**config.mk**
```make
export PLATFORM = sky130hd
export DESIGN_NAME = lcb_rx_frame_flat
export DESIGN_NICKNAME = d
export VERILOG_FILES = /design/src/rtl/lcb_rx_frame_if.sv /design/src/rtl/lcb_rx_frame.sv /design/src/flat_wrapper.sv
export SDC_FILE = /design/constraint.sdc
export NUM_CORES = 1
export LEC_CHECK = 0
export CORE_AREA = 2 2 239 147
export DETAILED_ROUTE_END_ITERATION = 8
export DIE_AREA = 0 0 241 149
export MAX_ROUTING_LAYER = met4
export PLACE_DENSITY = 0.64
export SLEW_MARGIN = 30
export SYNTH_ARGS = -nofsm -noshare
export SYNTH_HDL_FRONTEND = slang
export SYNTH_SLANG_ARGS = --single-unit
```
**constraint.sdc**
```tcl
create_clock -name clk -period 2.35 [get_ports clk]
set_clock_uncertainty 0.1 [all_clocks]
set_input_delay 0.235 -clock clk [delete_from_list [all_inputs] [get_ports clk]]
set_output_delay 0.235 -clock clk [all_outputs]
set_load 0.03 [all_outputs]
```
**src/rtl/lcb_rx_frame_if.sv**
```systemverilog
// Byte-in / frame-out bundle between the UART receiver, the frame collector and the read arbiter.
interface lcb_rx_frame_if #(
   parameter int AW = 5
);
   logic          iValid;
   logic [7:0]    iData;
   logic          rstTx;
   logic          iAck;
   logic          rdEn;
   logic [AW-1:0] rdAddr;
   logic [7:0]    oData;
   logic          oFull;
   logic [AW-1:0] oCnt;
   logic          oErr;
   logic          oWE;

   modport master (
      output iValid, iData, rstTx, iAck, rdEn, rdAddr,
      input  oData, oFull, oCnt, oErr, oWE
   );

   modport slave (
      input  iValid, iData, rstTx, iAck, rdEn, rdAddr,
      output oData, oFull, oCnt, oErr, oWE
   );
endinterface

```
**src/rtl/lcb_rx_frame.sv**
```systemverilog
// LCB answer-frame collector: byte-count or silence framing, held frame served by registered reads.
// Optional trailing modulo-256 checksum check when LCB_RX_CSUM_EN is defined.
//
// state | meaning
// IDLE  | waiting for byte 0 of a new frame
// RECV  | collecting bytes, gap timer running
// DONE  | complete frame held and frozen, oFull high until ack
module lcb_rx_frame #(
   parameter int BYTES = 20,
   parameter int AW    = 5,
   parameter int GAP   = 800
) (
   input logic            clk,
   input logic            rst,
   lcb_rx_frame_if.slave  bus
);
   localparam int GW = $clog2(GAP);

   typedef enum logic [1:0] {IDLE, RECV, DONE} state_t;

   state_t        state_q, state_d;
   logic [AW-1:0] cnt_q, cnt_d;
   logic [GW-1:0] gap_q, gap_d;
   logic          err_q, err_d;
   logic          we_q, we_d;
   logic [AW-1:0] wa_d;
   logic [7:0]    rdata_q;
   logic [7:0]    mem_q [2**AW];
   logic          rtx_s1_q, rtx_s2_q, rtx_prev_q;
   logic          rtx_rise;
`ifdef LCB_RX_CSUM_EN
   logic [7:0]    sum_q, sum_d;
`endif

   assign rtx_rise = rtx_s2_q & ~rtx_prev_q;

   always_ff @(posedge clk or negedge rst) begin
      if (!rst) begin
         state_q    <= IDLE;
         cnt_q      <= '0;
         gap_q      <= '0;
         err_q      <= 1'b0;
         we_q       <= 1'b0;
         rdata_q    <= 8'h00;
         rtx_s1_q   <= 1'b0;
         rtx_s2_q   <= 1'b0;
         rtx_prev_q <= 1'b0;
`ifdef LCB_RX_CSUM_EN
         sum_q      <= 8'h00;
`endif
      end else begin
         state_q    <= state_d;
         cnt_q      <= cnt_d;
         gap_q      <= gap_d;
         err_q      <= err_d;
         we_q       <= we_d;
         rtx_s1_q   <= bus.rstTx;
         rtx_s2_q   <= rtx_s1_q;
         rtx_prev_q <= rtx_s2_q;
`ifdef LCB_RX_CSUM_EN
         sum_q      <= sum_d;
`endif
         if (bus.rdEn) rdata_q <= mem_q[bus.rdAddr];
      end
   end

   // Buffer storage has no reset; contents after reset are don't-care.
   always_ff @(posedge clk) begin
      if (we_d) mem_q[wa_d] <= bus.iData;
   end

   always_comb begin
      state_d = state_q;
      cnt_d   = cnt_q;
      gap_d   = gap_q;
      err_d   = 1'b0;
      we_d    = 1'b0;
      wa_d    = cnt_q;
`ifdef LCB_RX_CSUM_EN
      sum_d   = sum_q;
`endif
      if (rtx_rise) begin
         state_d = IDLE;
         cnt_d   = '0;
         gap_d   = '0;
         err_d   = ((state_q == DONE) && !bus.iAck) || ((state_q == RECV) && (cnt_q != '0));
`ifdef LCB_RX_CSUM_EN
         sum_d   = 8'h00;
`endif
      end else begin
         case (state_q)
            IDLE: begin
               gap_d = '0;
`ifdef LCB_RX_CSUM_EN
               sum_d = 8'h00;
`endif
               if (bus.iValid) begin
                  we_d    = 1'b1;
                  wa_d    = '0;
                  cnt_d   = AW'(1);
                  state_d = RECV;
`ifdef LCB_RX_CSUM_EN
                  sum_d   = bus.iData;
`endif
               end
            end
            RECV: begin
               if (bus.iValid) begin
                  we_d  = 1'b1;
                  gap_d = '0;
                  cnt_d = cnt_q + AW'(1);
                  if (cnt_q == AW'(BYTES - 1)) begin
`ifdef LCB_RX_CSUM_EN
                     if (bus.iData != sum_q) begin
                        err_d   = 1'b1;
                        cnt_d   = '0;
                        state_d = IDLE;
                     end else begin
                        state_d = DONE;
                     end
`else
                     state_d = DONE;
`endif
                  end else begin
`ifdef LCB_RX_CSUM_EN
                     sum_d = sum_q + bus.iData;
`endif
                  end
               end else if (gap_q == GW'(GAP - 1)) begin
                  err_d   = 1'b1;
                  cnt_d   = '0;
                  gap_d   = '0;
                  state_d = IDLE;
               end else begin
                  gap_d = gap_q + GW'(1);
               end
            end
            DONE: begin
               // An ack with a coincident byte starts the next frame immediately.
               if (bus.iAck) begin
                  cnt_d   = '0;
                  state_d = IDLE;
                  if (bus.iValid) begin
                     we_d    = 1'b1;
                     wa_d    = '0;
                     cnt_d   = AW'(1);
                     state_d = RECV;
`ifdef LCB_RX_CSUM_EN
                     sum_d   = bus.iData;
`endif
                  end
               end else if (bus.iValid) begin
                  err_d = 1'b1;
               end
            end
            default: state_d = IDLE;
         endcase
      end
   end

   assign bus.oData = rdata_q;
   assign bus.oFull = (state_q == DONE);
   assign bus.oCnt  = cnt_q;
   assign bus.oErr  = err_q;
   assign bus.oWE   = we_q;
endmodule

```
**src/flat_wrapper.sv**
```systemverilog
// flat-port wrapper written by rule: the top's interface ports become plain ports
module lcb_rx_frame_flat 
#(
   parameter int BYTES = 20,
   parameter int AW    = 5,
   parameter int GAP   = 800
)
  (clk, rst, bus_iValid, bus_iData, bus_rstTx, bus_iAck, bus_rdEn, bus_rdAddr, bus_oData, bus_oFull, bus_oCnt, bus_oErr, bus_oWE);
  lcb_rx_frame_if #(.AW(AW)) bus_i ();
  input logic clk;
  input logic rst;
  input wire logic [$bits(bus_i.iValid)-1:0] bus_iValid;
  input wire logic [$bits(bus_i.iData)-1:0] bus_iData;
  input wire logic [$bits(bus_i.rstTx)-1:0] bus_rstTx;
  input wire logic [$bits(bus_i.iAck)-1:0] bus_iAck;
  input wire logic [$bits(bus_i.rdEn)-1:0] bus_rdEn;
  input wire logic [$bits(bus_i.rdAddr)-1:0] bus_rdAddr;
  output wire logic [$bits(bus_i.oData)-1:0] bus_oData;
  output wire logic [$bits(bus_i.oFull)-1:0] bus_oFull;
  output wire logic [$bits(bus_i.oCnt)-1:0] bus_oCnt;
  output wire logic [$bits(bus_i.oErr)-1:0] bus_oErr;
  output wire logic [$bits(bus_i.oWE)-1:0] bus_oWE;
  assign bus_i.iValid = bus_iValid;
  assign bus_i.iData = bus_iData;
  assign bus_i.rstTx = bus_rstTx;
  assign bus_i.iAck = bus_iAck;
  assign bus_i.rdEn = bus_rdEn;
  assign bus_i.rdAddr = bus_rdAddr;
  assign bus_oData = bus_i.oData;
  assign bus_oFull = bus_i.oFull;
  assign bus_oCnt = bus_i.oCnt;
  assign bus_oErr = bus_i.oErr;
  assign bus_oWE = bus_i.oWE;
  lcb_rx_frame #(.BYTES(BYTES), .AW(AW), .GAP(GAP)) u_core (.clk(clk), .rst(rst), .bus(bus_i));
endmodule
```
======== After elaboration in Yosys (flattened, before gate mapping) ========
Memory sizes are Yosys's and may differ from the RTL's. A register that Yosys moved wholly into a read port is not among the register bits.
Index checks and enable logic that the tools add are counted.
storage, ports and cells
  RAM bits ................................ 256
  latch bits .............................. 0
  flip-flop bits (word level) ............. 22
  memories ................................ 1
  memory bits (read-only) ................. 0
  input bits .............................. 19
cells by class
  shifts and indexed selects .............. 0
  $add $sub $neg .......................... 2
  multipliers ............................. 0
  equality and inequality tests ........... 8
  bitwise gates (word level) .............. 2
  muxes and demuxes ....................... 34
  reductions and logical operators ........ 12
  div/mod/pow operators ................... 0
  order comparisons ....................... 0
memories
  name          words  width  read ports  clocked after Yosys merged registers in  write ports  line                source
  u_core.mem_q  32     8      1           1                                        1            lcb_rx_frame.sv:28  logic [7:0] mem_q [2**AW];
operators with widths
  cell                   number
  $mux 5                 8
  $mux 10                3
  $pmux 10 s2            1
  $pmux 5 s3             1
  $mux 2                 6
  $mux 1                 11
  $add 10x1->10 const B  1
  $eq 10x10->1 const B   1
  $pmux 5 s2             1
  $ne 4x3->1 const B     2
  $reduce_and 4->1       2
  $ne 3x2->1 const B     2
  $pmux 2 s3             1
  $add 5x1->5 const B    1
  $eq 5x5->1 const B     1
  $reduce_bool 5->1      1
  $pmux 1 s2             2
  $reduce_bool 4->1      1
  $reduce_bool 3->1      1
  $eq 2x1->1 const B     1
  $eq 2x2->1 const B     1
  $logic_and 1x1->1      2
  $logic_not 1->1        2
  $logic_not 2->1        1
  4 further kinds        4

======== Depth between registers and ports, before layout ========
  depth in word-level cells ............... 6
  mapped depth ............................ 8
  depth with buffers taken out ............ 7

======== Worst setup path after synthesis ========
No wires, ideal clock.
  kind .................................... flip-flop to flip-flop
  from .................................... reg u_core.state_q[0]
  to ...................................... mem u_core.mem_q[10][0] (enable)
  required time ........................... 1.880 ns
  cell stages (with the launch flop) ...... 8
  arrival ................................. 2.158 ns
  library setup time ...................... 0.370 ns
  slack ................................... -0.278 ns
  period minus slack after synthesis ...... 2.628 ns
  cells stage by stage .................... dfrtp_1 inv_1 ha_1 nand2b_1 a211oi_1 and4b_1 nand3_1 nor2_1
between the ends
  elaborated cells on any way between the ends .. 10
  those cells by class .................... 2 x eq/ne; 6 x mux; 2 x reduce/logical
RTL lines
  what                          line                source
  from (decl)                   lcb_rx_frame.sv:21  state_t state_q, state_d;
  from (signal assigned)        lcb_rx_frame.sv:52  state_q <= state_d;
  $eq 2x2->1 *                  --
  via bus_oFull                 flat_wrapper.sv:19  output wire logic [$bits(bus_i.oFull)-1:0] bus_oFull;
  $pmux 1 s2                    lcb_rx_frame.sv:91  case (state_q)
  $mux 1                        lcb_rx_frame.sv:82  if (rtx_rise) begin
  $mux 1                        lcb_rx_frame.sv:69  if (we_d) mem_q[wa_d] <= bus.iData;
  $mux 1 (implied by the code)  lcb_rx_frame.sv:69
  to (decl)                     lcb_rx_frame.sv:28
The timed path passes the listed nets; every way through them passes the cells marked *.

======== Final worst setup path ========
  from .................................... reg u_core.state_q[0]
  to ...................................... out bus_oFull
between the ends
  cells in the longest elaborated chain, start to end .. 1
RTL lines
  what        line                 source
  $eq 2x2->1  lcb_rx_frame.sv:162  assign bus.oFull = (state_q == DONE);
  to (decl)   flat_wrapper.sv:19
Every way passes these cells.

==> metrics.yaml <==
run_status:
  status: "completed"
placed_design:
  place.gp.congestion: 0.843
  dpl_worst_slack_ns: -0.110
  io_buffers: 34
  dp_hpwl_um: 18500
yosys:
  yosys_warnings: 0
  synth_enable_flop_cells: 256
  synth_most_common_cell: "edfxtp_1"
  synth.avg_cell_area_um2: 15.9
  yosys_register_bits: 286
  ys_async_sr_fraction_pct: 10.5
  synth_area_leader_cell: "edfxtp_1"
  netlist_instances: 729
  yosys.area.top_type_share_pct: 66.1
  synth.distinct_cells: 42
  yosys-top-cells-area: "edfxtp_1 (66%), mux2i_1 (11%), dfrtp_1 (6.5%)"
  ys.flop_type: "edfxtp_1"
  synth_seq_area_share_pct: 72.6
  synth_area_mm2: 0.0116
  synth_commonest_cells: "edfxtp_1 (256), mux2i_1 (128), a22oi_1 (65), nor2_1 (49), a21oi_1 (36)"
  synthesis.nets: 755
clocking:
  cts_tree: "done"
  numCtsBuffers: 27
  cts-root-buf: "clkbuf_16"
  htreeDepth: 1
  clock_sink_count: 286
  cts_buffer_depth: 3
  clk_pin_slew_ns: 0.07
  clk_latency_ns: 0.53
floorplanning:
  dieArea_mm2: 0.0359
  coreArea_mm2: 0.0341
  io_pins: 35
  die_x_um: 241
  initial_utilization_pct: 34.1
  dieHeight_um: 149
  core.rowCount: 53
detailed_routing:
  drc_errors: 0
  totalWireLength_um: 28300
  drt_iter0_drc: 746
  first_pass_iters: 5
  vias: 6816
  antenna_left: 0
  wire_per_inst_um: 20.9
  vias_per_cell: 5.03
setup_path:
  startpoint_type: "flip-flop"
  arrival_ns: 1.93
  reg2reg_to: "u_core.mem_q[9][4]"
  crit_fanout: 4
  reg2reg_slack_ns: 0.12
  cp-end-kind: "output pin"
  crit_end: "bus_oFull"
  r2r_cells: 10
  r2r-start: "u_core.state_q[1]"
  crit_required_ns: 2.02
  critPathKind: "flip-flop to output pin"
  startpoint: "u_core.state_q[0]"
power:
  ir_drop_mv: 0.747
  finalPower_mw: 12.0
  p_per_area_mw_per_mm2: 822
  p_leak_nw: 5.21
timing:
  clock.fmax_mhz: 442
  period_minus_slack_ns: 2.26
  rsz0062_at_grt: "true"
  setup_viol: 0
  tightest_slew_ns: 0.522
  hold_viol_final: 0
  holdWs_ns: 0.0448
  min_period_over_period_pct: 96.2
  setup_ws_ns: 0.0884
  slew_headroom_pct: 65.2
  maxSlewViolCount: 0
layout:
  drive_gt1_share_pct: 24.5
  num-fill-cells: 3095
  diodes: 0
  fin_nets: 894
  seq_area_mm2: 0.00844
  area_delta_synth_final_pct: 25.2
  postLayoutCoreUtil_pct: 42.7
  multi_input_area_mm2: 0.00318
global_route:
  grt-ovfl-total: 0
  antenna_found_initial: 0
  grt_pass1_wl_um: 42300
  grt_usage_pct: 16.5
  grt_pass1_vias: 6694
  grt_max_degree: 33
job:
  max_cap_violations: 0
min_path:
  worstHoldPathType: "input port to flip-flop"
## report_power, final
group | total (mW) | internal (mW) | switching, mW | leakage (nW)
registers | 5.78 | 5.69 | 0.0932 | 2.68
logic | 1.84 | 0.784 | 1.06 | 2.09
clock network | 4.34 | 2.45 | 1.89 | 0.431
## flip-flops by register name (all words and copies together) (netlist names)
name,count
u_core.bus.oData,8
u_core.state_q,2
u_core.bus.oWE,1
u_core.rtx_prev_q,1
u_core.gap_q,10
u_core.bus.oCnt,5
u_core.mem_q,256
u_core.rtx_s1_q,1
u_core.bus.oErr,1
u_core.rtx_s2_q,1
## layer usage
metal  track usage [%]  routed length, um
met5                 -                  0
met4              2.87                366
met3              3.33               1800
met2              22.6              11900
met1              25.3              14200
## placed cells by master (no fill, tap or decap), types with 3 or more instances in the layout
cell             instances
nand2_1                 14
mux2_2                  10
nand2_2                  3
a22oi_1                 65
inv_1                    4
ha_1                     5
nand3_1                 11
clkinv_2                 8
nor2b_2                  3
nand2b_1                 4
clkinv_1                 4
o31ai_1                  3
nor4_1                  11
a21oi_1                 36
buf_12                  15
nor2b_1                  7
clkbuf_1                 3
mux2i_1                128
clkbuf_16               27
bufinv_16                3
xnor2_1                  6
nor2_4                   6
nor2_1                  22
o21ai_0                  7
nor2_2                  21
edfxtp_1               256
and3_1                   4
clkdlybuf4s50_1         33
dfrtp_1                 30
buf_6                   19
nor3_1                   5
buf_4                   79
## cell families (layout without fill, tap and decap cells)
group	Yosys count	count (layout)	synth area share, %
compound gates	119	119	6.97
mux	138	138	12.0
buf+inv	44	203	1.65
xor+xnor	6	6	0.452
simple gates	129	129	5.60
flops	286	286	72.6
fa+ha+maj	7	7	0.753
## stage by stage
step,std cells,setup TNS (ns),cell area (um^2)
finish,1355,0,14500
global route,1355,-0.0263,14500
CTS,1355,-0.00339,14300
detailed placement,1305,-1.20,13400
global placement,1305,-1.77,13400
floorplan,729,-32.81,11600
## worst min-delay path by stage
stage / startpoint / to / cells past startpoint
6_report: bus_rstTx / u_core.rtx_s1_q / 1
5_1_grt: bus_rstTx / u_core.rtx_s1_q / 1
4_1_cts: bus_rstTx / u_core.rtx_s1_q / 1
3_5_place_dp: u_core.rtx_s1_q / u_core.rtx_s2_q / 0
3_3_place_gp: u_core.rtx_s1_q / u_core.rtx_s2_q / 0
2_1_floorplan: rst / u_core.bus.oCnt[0] / 0
## cell type report
cell class	instances	area share [%]
clock buffer	30	4.72
clock inverter	19	1.23
inverter	6	0.155
multi-input combinational	399	21.8
sequential	286	58.0
tap	467	4.02
timing repair buffer	148	10.1
## worst max-delay path, cell delays in order (launching register included)
cell	delay (ns)
dfrtp_1	0.39
inv_2	0.09
ha_4	0.16
buf_4	0.10
clkdlybuf4s50_1	0.65
## what timing repair did
| action | 4_1_cts | 5_1_grt |
|---|---|---|
| gates resized for setup | 3 | 59 |
| buffers inserted | 0 | 0 |
| hold buffers | 1 | 0 |
| hold endpoints to repair | 5 | 0 |
| endpoints found under the setup margin | 35 | 254 |
| pin swaps | 0 | 10 |
(Power assumes the default switching activity.)
